$ cat config.mk
export PLATFORM = sky130hd
export DESIGN_NAME = dot_product_engine_flat
export DESIGN_NICKNAME = d
export VERILOG_FILES = /design/src/rtl/dot_product_engine_if.sv /design/src/rtl/dot_product_engine.sv /design/src/flat_wrapper.sv
export SDC_FILE = /design/constraint.sdc
export NUM_CORES = 1
export LEC_CHECK = 0
export CORE_UTILIZATION = 57
export DETAILED_ROUTE_END_ITERATION = 6
export PLACE_DENSITY_LB_ADDON = 0.05
export SYNTH_ARGS = -nofsm -noshare
export SYNTH_HDL_FRONTEND = slang
export SYNTH_SLANG_ARGS = --single-unit
$ cat constraint.sdc
create_clock -name clk -period 5.4 [get_ports clk]
set_input_delay 0.81 -clock clk [delete_from_list [all_inputs] [get_ports clk]]
set_output_delay 0.81 -clock clk [all_outputs]
set_load 0.03 [all_outputs]
$ cat src/rtl/dot_product_engine_if.sv
// dot_product_engine_if: operand write, control/status and result read bus of the dot-product engine
interface dot_product_engine_if #(
    parameter int DATA_WIDTH     = 8,
    parameter int MAX_LEN        = 16,
    parameter int RES_DEPTH      = 16,
    parameter int ADDR_WIDTH     = $clog2(MAX_LEN),
    parameter int RESULT_WIDTH   = 2*DATA_WIDTH+$clog2(MAX_LEN),
    parameter int RES_ADDR_WIDTH = $clog2(RES_DEPTH)
);
    logic                      wr_en;
    logic [ADDR_WIDTH-1:0]     wr_addr;
    logic [DATA_WIDTH-1:0]     wr_data_a;
    logic [DATA_WIDTH-1:0]     wr_data_b;
    logic                      start;
    logic [ADDR_WIDTH:0]       vec_len;
    logic                      signed_mode;
    logic                      busy;
    logic                      done;
    logic                      err;
    logic [RES_ADDR_WIDTH:0]   res_count;
    logic                      rd_en;
    logic [RES_ADDR_WIDTH-1:0] rd_addr;
    logic [RESULT_WIDTH-1:0]   rd_data;
    modport master (
        output wr_en, wr_addr, wr_data_a, wr_data_b, start, vec_len, signed_mode, rd_en, rd_addr,
        input  busy, done, err, res_count, rd_data
    );
    modport slave (
        input  wr_en, wr_addr, wr_data_a, wr_data_b, start, vec_len, signed_mode, rd_en, rd_addr,
        output busy, done, err, res_count, rd_data
    );
endinterface

$ cat src/rtl/dot_product_engine.sv
// dot_product_engine: runtime-length LANES-wide signed/unsigned dot product with circular result RAM
module dot_product_engine #(
    parameter int DATA_WIDTH     = 8,
    parameter int MAX_LEN        = 16,
    parameter int LANES          = 2,
    parameter int RES_DEPTH      = 16,
    parameter int ADDR_WIDTH     = $clog2(MAX_LEN),
    parameter int RESULT_WIDTH   = 2*DATA_WIDTH+$clog2(MAX_LEN),
    parameter int RES_ADDR_WIDTH = $clog2(RES_DEPTH)
) (
    input logic clk,
    input logic rst,
    dot_product_engine_if.slave bus
);
    localparam int IW = ADDR_WIDTH + 2;
    localparam int PW = 2*DATA_WIDTH + 2;
    typedef enum logic [1:0] {IDLE, FETCH, DRAIN, STORE} state_t;
    state_t r_state, w_next;
    logic [DATA_WIDTH-1:0]     r_ram_a [MAX_LEN];
    logic [DATA_WIDTH-1:0]     r_ram_b [MAX_LEN];
    logic [RESULT_WIDTH-1:0]   r_res_ram [RES_DEPTH];
    logic [ADDR_WIDTH:0]       r_len;
    logic                      r_signed;
    logic [IW-1:0]             r_base;
    logic                      r_dcnt;
    logic [DATA_WIDTH:0]       r_opa [LANES];
    logic [DATA_WIDTH:0]       r_opb [LANES];
    logic signed [PW-1:0]      r_prod [LANES];
    logic [RESULT_WIDTH-1:0]   r_acc;
    logic [RES_ADDR_WIDTH-1:0] r_wr_ptr;
    logic [RES_ADDR_WIDTH:0]   r_count;
    logic                      r_done;
    logic                      r_err;
    logic [RESULT_WIDTH-1:0]   r_rd_data;
    logic [IW-1:0]             w_idx [LANES];
    logic [DATA_WIDTH:0]       w_ea [LANES];
    logic [DATA_WIDTH:0]       w_eb [LANES];
    logic [RESULT_WIDTH-1:0]   w_sum;
    logic                      w_len_ok;
    logic                      w_go;
    logic                      w_last;
    assign w_len_ok = bus.vec_len != '0 && bus.vec_len <= (ADDR_WIDTH+1)'(MAX_LEN);
    assign w_go     = r_state == IDLE && bus.start && w_len_ok;
    assign w_last   = (r_base + IW'(LANES)) >= IW'(r_len);
    always_comb begin
        w_next = r_state;
        unique case (r_state)
            IDLE:    w_next = w_go ? FETCH : IDLE;
            FETCH:   w_next = w_last ? DRAIN : FETCH;
            DRAIN:   w_next = r_dcnt ? STORE : DRAIN;
            default: w_next = IDLE;
        endcase
    end
    // Lanes past vec_len (or outside FETCH) feed zeros, so the downstream stages can run freely.
    always_comb begin
        w_sum = r_acc;
        for (int l = 0; l < LANES; l++) begin
            w_idx[l] = r_base + IW'(l);
            w_ea[l]  = (r_state == FETCH && w_idx[l] < IW'(r_len)) ?
                       {r_signed & r_ram_a[w_idx[l][ADDR_WIDTH-1:0]][DATA_WIDTH-1], r_ram_a[w_idx[l][ADDR_WIDTH-1:0]]} : '0;
            w_eb[l]  = (r_state == FETCH && w_idx[l] < IW'(r_len)) ?
                       {r_signed & r_ram_b[w_idx[l][ADDR_WIDTH-1:0]][DATA_WIDTH-1], r_ram_b[w_idx[l][ADDR_WIDTH-1:0]]} : '0;
            w_sum    = w_sum + RESULT_WIDTH'(r_prod[l]);
        end
    end
    always_ff @(posedge clk) begin
        if (bus.wr_en && r_state == IDLE) begin
            r_ram_a[bus.wr_addr] <= bus.wr_data_a;
            r_ram_b[bus.wr_addr] <= bus.wr_data_b;
        end
    end
    always_ff @(posedge clk) begin
        if (!rst && r_state == STORE) r_res_ram[r_wr_ptr] <= r_acc;
    end
    always_ff @(posedge clk) begin
        if (rst) begin
            r_state   <= IDLE;
            r_len     <= '0;
            r_signed  <= 1'b0;
            r_base    <= '0;
            r_dcnt    <= 1'b0;
            r_acc     <= '0;
            r_wr_ptr  <= '0;
            r_count   <= '0;
            r_done    <= 1'b0;
            r_err     <= 1'b0;
            r_rd_data <= '0;
            for (int l = 0; l < LANES; l++) begin
                r_opa[l]  <= '0;
                r_opb[l]  <= '0;
                r_prod[l] <= '0;
            end
        end else begin
            r_state <= w_next;
            r_done  <= r_state == STORE;
            r_err   <= r_state == IDLE && bus.start && !w_len_ok;
            r_dcnt  <= r_state == DRAIN ? !r_dcnt : 1'b0;
            r_base  <= w_go ? '0 : (r_state == FETCH ? r_base + IW'(LANES) : r_base);
            r_acc   <= w_go ? '0 : w_sum;
            if (w_go) begin
                r_len    <= bus.vec_len;
                r_signed <= bus.signed_mode;
            end
            for (int l = 0; l < LANES; l++) begin
                r_opa[l]  <= w_ea[l];
                r_opb[l]  <= w_eb[l];
                r_prod[l] <= PW'($signed(r_opa[l])) * PW'($signed(r_opb[l]));
            end
            if (r_state == STORE) begin
                r_wr_ptr <= r_wr_ptr + 1'b1;
                r_count  <= r_count + (RES_ADDR_WIDTH+1)'(r_count != (RES_ADDR_WIDTH+1)'(RES_DEPTH));
            end
            if (bus.rd_en) r_rd_data <= r_res_ram[bus.rd_addr];
        end
    end
    assign bus.busy      = r_state != IDLE;
    assign bus.done      = r_done;
    assign bus.err       = r_err;
    assign bus.res_count = r_count;
    assign bus.rd_data   = r_rd_data;
endmodule

$ cat src/flat_wrapper.sv
// flat-port wrapper written by rule: the top's interface ports become plain ports
module dot_product_engine_flat 
#(
    parameter int DATA_WIDTH     = 8,
    parameter int MAX_LEN        = 16,
    parameter int LANES          = 2,
    parameter int RES_DEPTH      = 16,
    parameter int ADDR_WIDTH     = $clog2(MAX_LEN),
    parameter int RESULT_WIDTH   = 2*DATA_WIDTH+$clog2(MAX_LEN),
    parameter int RES_ADDR_WIDTH = $clog2(RES_DEPTH)
)
  (clk, rst, bus_wr_en, bus_wr_addr, bus_wr_data_a, bus_wr_data_b, bus_start, bus_vec_len, bus_signed_mode, bus_rd_en, bus_rd_addr, bus_busy, bus_done, bus_err, bus_res_count, bus_rd_data);
  dot_product_engine_if #(.DATA_WIDTH(DATA_WIDTH), .MAX_LEN(MAX_LEN), .RES_DEPTH(RES_DEPTH), .ADDR_WIDTH(ADDR_WIDTH), .RESULT_WIDTH(RESULT_WIDTH), .RES_ADDR_WIDTH(RES_ADDR_WIDTH)) bus_i ();
  input logic clk;
  input logic rst;
  input wire logic [$bits(bus_i.wr_en)-1:0] bus_wr_en;
  input wire logic [$bits(bus_i.wr_addr)-1:0] bus_wr_addr;
  input wire logic [$bits(bus_i.wr_data_a)-1:0] bus_wr_data_a;
  input wire logic [$bits(bus_i.wr_data_b)-1:0] bus_wr_data_b;
  input wire logic [$bits(bus_i.start)-1:0] bus_start;
  input wire logic [$bits(bus_i.vec_len)-1:0] bus_vec_len;
  input wire logic [$bits(bus_i.signed_mode)-1:0] bus_signed_mode;
  input wire logic [$bits(bus_i.rd_en)-1:0] bus_rd_en;
  input wire logic [$bits(bus_i.rd_addr)-1:0] bus_rd_addr;
  output wire logic [$bits(bus_i.busy)-1:0] bus_busy;
  output wire logic [$bits(bus_i.done)-1:0] bus_done;
  output wire logic [$bits(bus_i.err)-1:0] bus_err;
  output wire logic [$bits(bus_i.res_count)-1:0] bus_res_count;
  output wire logic [$bits(bus_i.rd_data)-1:0] bus_rd_data;
  assign bus_i.wr_en = bus_wr_en;
  assign bus_i.wr_addr = bus_wr_addr;
  assign bus_i.wr_data_a = bus_wr_data_a;
  assign bus_i.wr_data_b = bus_wr_data_b;
  assign bus_i.start = bus_start;
  assign bus_i.vec_len = bus_vec_len;
  assign bus_i.signed_mode = bus_signed_mode;
  assign bus_i.rd_en = bus_rd_en;
  assign bus_i.rd_addr = bus_rd_addr;
  assign bus_busy = bus_i.busy;
  assign bus_done = bus_i.done;
  assign bus_err = bus_i.err;
  assign bus_res_count = bus_i.res_count;
  assign bus_rd_data = bus_i.rd_data;
  dot_product_engine #(.DATA_WIDTH(DATA_WIDTH), .MAX_LEN(MAX_LEN), .LANES(LANES), .RES_DEPTH(RES_DEPTH), .ADDR_WIDTH(ADDR_WIDTH), .RESULT_WIDTH(RESULT_WIDTH), .RES_ADDR_WIDTH(RES_ADDR_WIDTH)) u_core (.clk(clk), .rst(rst), .bus(bus_i));
endmodule
==> results of run 1 <==
## routing by layer
metal  wire length [um]  vias up
li1                   -     7747
met1              27000     8926
met2              35800      356
met3               2620       78
met4               1030        2
met5                  9        -
## worst max-delay path by stage
stage / startpoint / end / slack, ns
after global placement: u_core.r_opa[0][14]$_SDFF_PP0_ / u_core.r_prod[0][35]$_SDFF_PP0_ / 0.46
after CTS: u_core.r_opa[0][14]$_SDFF_PP0_ / u_core.r_prod[0][33]$_SDFF_PP0_ / 0.27
after floorplan: u_core.r_opa[0][14]$_SDFF_PP0_ / u_core.r_prod[0][35]$_SDFF_PP0_ / 0.78
after global routing: u_core.r_opa[0][14]$_SDFF_PP0_ / u_core.r_prod[0][33]$_SDFF_PP0_ / 0.03
after detailed placement: u_core.r_opa[0][14]$_SDFF_PP0_ / u_core.r_prod[0][33]$_SDFF_PP0_ / 0.27
final: u_core.r_opa[0][14]$_SDFF_PP0_ / u_core.r_prod[0][33]$_SDFF_PP0_ / 0.35
## final cells by class
class | instances | area, um^2
Fill cell | 4112 | 20300
Sequential cell | 716 | 20100
Multi-Input combinational cell | 1108 | 12400
Clock buffer | 102 | 2060
Tap cell | 765 | 957
Timing Repair Buffer | 99 | 886
Inverter | 157 | 589
Clock inverter | 36 | 398
## per-stage QoR
step	hold slack (ns)	power, W	worst slack (ns)
after floorplan	0.399	0.00642	0.778
after global routing	0.442	0.0119	0.0337
after detailed placement	0.426	0.00659	0.267
final	0.435	0.0116	0.348
after CTS	0.437	0.0117	0.273
after global placement	0.410	0.00658	0.461
## cell usage after synthesis, drive strengths merged (48+ instances only)
master  instances  area share, %
fa            160            9.6
edfxtp        576             52
mux4          164             11
ha            111            4.2
nor2          141            1.6
clkbuf         48           0.54
and2           70            1.3
nand2         118            1.3
inv           157            1.8
mux2i          61            1.8
dfxtp         140            8.4
## flip-flops by register name, indices dropped and copies added, names as in the netlist, 5 cells and up, named ones only
register / count
u_core.r_res_ram: 320
u_core.r_ram_a: 128
u_core.r_ram_b: 128
u_core.r_prod: 36
u_core.bus.rd_data: 20
u_core.r_acc: 20
u_core.r_opa: 18
u_core.r_opb: 18
u_core.bus.res_count: 5
u_core.r_base: 5
u_core.r_len: 5
## report_power, final
group | internal [W] | total [W] | switching, W
Sequential | 0.00597 | 0.00600 | 0.0000297
Clock | 0.00303 | 0.00510 | 0.00207
Combinational | 0.000214 | 0.000472 | 0.000258
Total | 0.00921 | 0.0116 | 0.00236
## kinds of logic after synthesis
logic type	Yosys count	synth area share, %
AO/OA/AOI/OAI	113	2.28
XOR/XNOR	53	1.40
adder cells (fa/ha/maj)	271	13.8
buffers and inverters	234	2.82
flip-flops	716	60.4
multiplexers	227	13.1
AND/OR/NAND/NOR	444	6.24
==> flow_summary_export.csv, run 1 <==
group,metric,value,unit
timing,tightest_slew,1.17,ns
detailed_routing,post_drt_wl_per_cell,22.3,um
clocking,cts_made_buffers,76,
grt,use_met3,3.49,%
setup_path,worstSetupPathType,"reg -> reg",
setup_path,cp.required,5.88,ns
detailed_routing,drc,0,
pwr,vdd_drop_max,0.331,mV
floorplanning,floorplan.initialDensity,57.7,%
logic_synthesis,netlist_area,33300,um^2
place,dpl.hpwl,42.8,mm
run_status,status,"complete, no violations",
pwr,power.density,310,nW/um^2
clocking,ctsHoldBuffers,0,
setup_path,ff2ff_path_depth,17,
clocking,cts-resized-gates,0,
clocking,htreeDepth,3,
grt,grtUsageTotal,23.3,%
clocking,clock_latency,0.61,ns
logic_synthesis,synthesis.nets,2364,
clocking,clock_sinks,716,
setup_path,critical_path_depth,17,
floorplanning,die_y,244,um
clocking,tritoncts,"done",
setup_path,slowest_stage,"o41ai_1",
grt,met1_usage,29.1,%
grt,grt_util_met2,42.9,%
timing,hold_violations,0,
floorplanning,rows,88,
setup_path,cp-end-kind,"register",
place,place_area,34900,um^2
floorplanning,fp.dieArea,59300,um^2
finish,num_antenna_cells,0,
setup_path,startpoint_type,"register",
hold_path,hold_start,"u_core.r_dcnt$_SDFF_PP0_",
detailed_routing,vias,17100,
hold_path,min_to,"u_core.r_dcnt$_SDFF_PP0_",
floorplanning,io_pins,63,
timing,drv_slew,0,
detailed_routing,ant_nets,0,
timing,min_period,5.05,ns
detailed_routing,dr.first_iter.drc_count,1089,
timing,setup_violations,0,
logic_synthesis,synth_seq_area_share,60.4,%
setup_path,cp_top_family,"adder cells",
timing,finalCritPeriodShare,93.6,%
logic_synthesis,synth-seq-cells,716,
setup_path,path_common_cell,"fa_1",
setup_path,worst_path_largest_cell_delay,0.59,ns
job,drv_cap,0,
clocking,clockRootBuffer,"clkbuf_16",
grt,overflow,0,
grt,antenna_found_initial,1,
hold_path,whs_path_depth,1,
setup_path,timing.critical_path.buf_inv,3,
finish,fin_util,64.8,%
detailed_routing,finalWirelength,66.5,mm
setup_path,worstPathCellList,"nand2_1, fa_1, inv_1, fa_1, ha_1, inv_1, fa_1, inv_1, ha_1, ha_1, fa_1, a21oi_1, o211ai_1, o41ai_1, o21ai_0, xnor2_1, nor2_1",
timing,fin_worst_skew,0.0138,ns
grt,grt_pass1_vias,18100,
timing,slew_headroom,21.4,%
clocking,clk_pin_slew,0.06,ns
timing,fmax,198,MHz
grt,busiest_layer,"met2",
clocking,clockBufferDepth,3,
setup_path,crit_fanout,9,
floorplanning,die_width,244,um
logic_synthesis,yosys_warnings,0,
setup_path,r2r_start,"u_core.r_opa[0][14]$_SDFF_PP0_",
place,globalplace.congestion,0.821,
finish,final_cell_mix,"576 x edfxtp_1, 160 x mux4_2, 160 x fa_1",
floorplanning,core,57700,um^2
hold_path,worstHoldPathType,"reg -> reg",
finish,area_growth,12.3,%
detailed_routing,drtPass1Iterations,5,
finish,mostFrequentLayoutCell,"edfxtp_1",
place,dp_cells,2845,
finish,postLayoutCellArea,37400,um^2
logic_synthesis,synth-edff-count,576,
logic_synthesis,synthCells,2058,
timing,setup_tns,0,ns
logic_synthesis,syn_avg_cell_area,16.2,um^2
logic_synthesis,async_flop_share,0,%
detailed_routing,vias_per_cell,5.74,
finish,finalNetCount,2464,
logic_synthesis,synth_cell_types,50,
place,io_buffers,62,
grt,grt_max_degree,64,
finish,drive_gt1_share,15.1,%
pwr,leakagePower,14.0,nW
logic_synthesis,synthFlopType,"edfxtp_1",
clocking,cts_setup_buffers,0,
grt,grt_pass1_wl,104,mm
setup_path,arrival,5.53,ns
timing,rsz0062_at_grt,"no",
setup_path,timing.rr.end,"u_core.r_prod[0][33]$_SDFF_PP0_",
finish,fin_cells,2983,
setup_path,r2r_slack,0.35,ns
Power figures use the tool's default switching activity.
==> run 2: changes to the inputs <==
- CTS_CLUSTER_SIZE: not set -> 30
==> results of run 2 <==
Final layout, timing and power as in run 1 (identical DEF).
==> run 3: changes to the inputs <==
- clock period: 5.4 -> 5.9 ns (I/O delays scaled with it)
==> run 3 against run 2 <==
  * Critical path depth unchanged
  * Non-clock buffer count down 2
  * Flip-flop and latch count unchanged
  * Combinational power down 9.5%
  * Power down 12%
  * Register-to-register slack better by 0.43 ns
  * Count of clock-buffer cells in the layout down 5
  * First-iteration DRC count up 0.28%
  * Wire length down 1.9%
  * Critical endpoint is now u_core.r_prod[0][35]$_SDFF_PP0_
==> flow_summary_export.csv, run 3 (synthesis gave the netlist of run 1 again) <==
group,metric,value,unit
run_status,status,"complete, no violations",
detailed_routing,drc,0,
timing,fmax,195,MHz
pwr,total_power,0.0102,W
setup_path,arrival,5.60,ns
detailed_routing,dr.first_iter.drc_count,1092,
grt,antenna_found_initial,0,
clocking,clockRootBuffer,"clkbuf_16",
clocking,clockBufferDepth,3,
timing,whs,0.436,ns
clocking,clock_sinks,716,
clocking,cts_setup_buffers,0,
place,dp_cells,2843,
clocking,cts-resized-gates,0,
timing,drv_slew,0,
finish,reg.largest.list,"u_core.r_res_ram: 320 flops, u_core.r_ram_a: 128 flops, u_core.r_ram_b: 128 flops",
finish,drive_gt1_share,14.8,%
timing,finalCritPeriodShare,86.7,%
place,place_ws,0.828,ns
detailed_routing,vias,16900,
floorplanning,rows,88,
clocking,ctsHoldBuffers,0,
floorplanning,die_y,244,um
finish,largest_register,"u_core.r_res_ram",
clocking,cts_made_buffers,72,
floorplanning,floorplan.initialDensity,57.7,%
place,dpl.hpwl,42.1,mm
setup_path,cp.required,6.39,ns
grt,grt_pass1_wl,103,mm
finish,area_growth,11.6,%
floorplanning,fp.dieArea,59300,um^2
timing,tightest_slew,1.28,ns
finish,num_antenna_cells,0,
timing,rsz0062_at_grt,"no",
clocking,tritoncts,"done",
setup_path,crit_fanout,9,
floorplanning,io_pins,63,
clocking,clk_pin_slew,0.06,ns
timing,min_period,5.12,ns
timing,fin_worst_skew,0.0278,ns
detailed_routing,vias_per_cell,5.70,
job,drv_cap,0,
setup_path,cp-end-kind,"register",
floorplanning,die_width,244,um
floorplanning,core,57700,um^2
timing,setup_tns,0,ns
timing,hold_violations,0,
pwr,leakagePower,13.9,nW
detailed_routing,finalWirelength,65.2,mm
timing,setup_violations,0,
setup_path,worstSetupPathType,"reg -> reg",
grt,overflow,0,
detailed_routing,ant_nets,0,
finish,mostFrequentLayoutCell,"edfxtp_1",
hold_path,worstHoldPathType,"reg -> reg",
clocking,htreeDepth,3,
finish,finalNetCount,2458,
clocking,clock_latency,0.63,ns
timing,slew_headroom,14.3,%
place,io_buffers,62,
detailed_routing,drtPass1Iterations,7,
pwr,vdd_drop_max,0.298,mV
finish,largest_reg_flops,320,
setup_path,startpoint_type,"register",
grt,grt_max_degree,60,
finish,final_cell_mix,"576 x edfxtp_1, 160 x mux4_2, 160 x fa_1",
place,globalplace.congestion,0.804,
timing,fin_ws,0.783,ns
finish,fin_cells,2976,
pwr,power.density,275,nW/um^2
detailed_routing,post_drt_wl_per_cell,21.9,um
grt,grt_pass1_vias,18000,
grt,grtUsageTotal,23.0,%
run 3: cell count changes in the layout (fill, tap and decap cells not counted), sizes merged:
| cell | delta |
|---|---|
| bufinv | -4 |
| clkinvlp | -2 |
| buf | -2 |
| inv | -1 |
| clkbuf | -5 |
| clkinv | +7 |
run 3: layer usage:
| layer | GRT usage, % | part of all wire [%] | routed length, um |
|---|---|---|---|
| met1 | 28.9 | 41 | 26900 |
| met3 | 3.37 | 3.5 | 2310 |
| met5 | 0 | 0 | 0 |
| met4 | 7.59 | 2.8 | 1840 |
| met2 | 41.1 | 52 | 34200 |
run 3: area by class of cell:
cell class	count	area, um^2
clock buffers	97	1940
clock inverters	36	298
fillers	4090	20600
inverters	157	589
multi-input cells	1108	12400
flip-flops and latches	716	20100
well taps	765	957
repair buffers	97	883
run 3: stage by stage:
step | util (%) | instance area, um^2
6_report | 64.3 | 37100
5_1_grt | 64.3 | 37100
4_1_cts | 64.3 | 37100
3_5_place_dp | 60.5 | 34900
3_3_place_gp | 60.5 | 34900
2_1_floorplan | - | 33300
run 3: worst max-delay path, cell delays in order (launching register included):
cell	delay (ns)
dfxtp_1	0.50
nand2_1	0.13
fa_1	0.55
inv_1	0.05
fa_1	0.45
ha_1	0.28
inv_1	0.04
fa_1	0.47
inv_1	0.04
ha_1	0.27
ha_1	0.23
fa_1	0.46
a21oi_1	0.23
o211ai_1	0.16
o41ai_1	0.62
o21ai_0	0.27
xnor2_1	0.21
nor2_1	0.05
run 3: final timing paths:
| check | to | slack (ns) | start | depth (start not counted) |
|---|---|---|---|---|
| max | u_core.r_prod[0][35]$_SDFF_PP0_ | 0.78 | u_core.r_opb[0][9]$_SDFF_PP0_ | 17 |
| min | u_core.r_dcnt$_SDFF_PP0_ | 0.44 | u_core.r_dcnt$_SDFF_PP0_ | 1 |
| min reg2reg | u_core.r_dcnt$_SDFF_PP0_ | 0.44 | u_core.r_dcnt$_SDFF_PP0_ | 1 |
| max reg2reg | u_core.r_prod[0][35]$_SDFF_PP0_ | 0.78 | u_core.r_opb[0][9]$_SDFF_PP0_ | 17 |
run 3: power breakdown:
part / switching (W) / internal, W
clock: 0.00185 / 0.00246
sequential: 0.0000329 / 0.00546
combinational: 0.000231 / 0.000196
total: 0.00211 / 0.00812
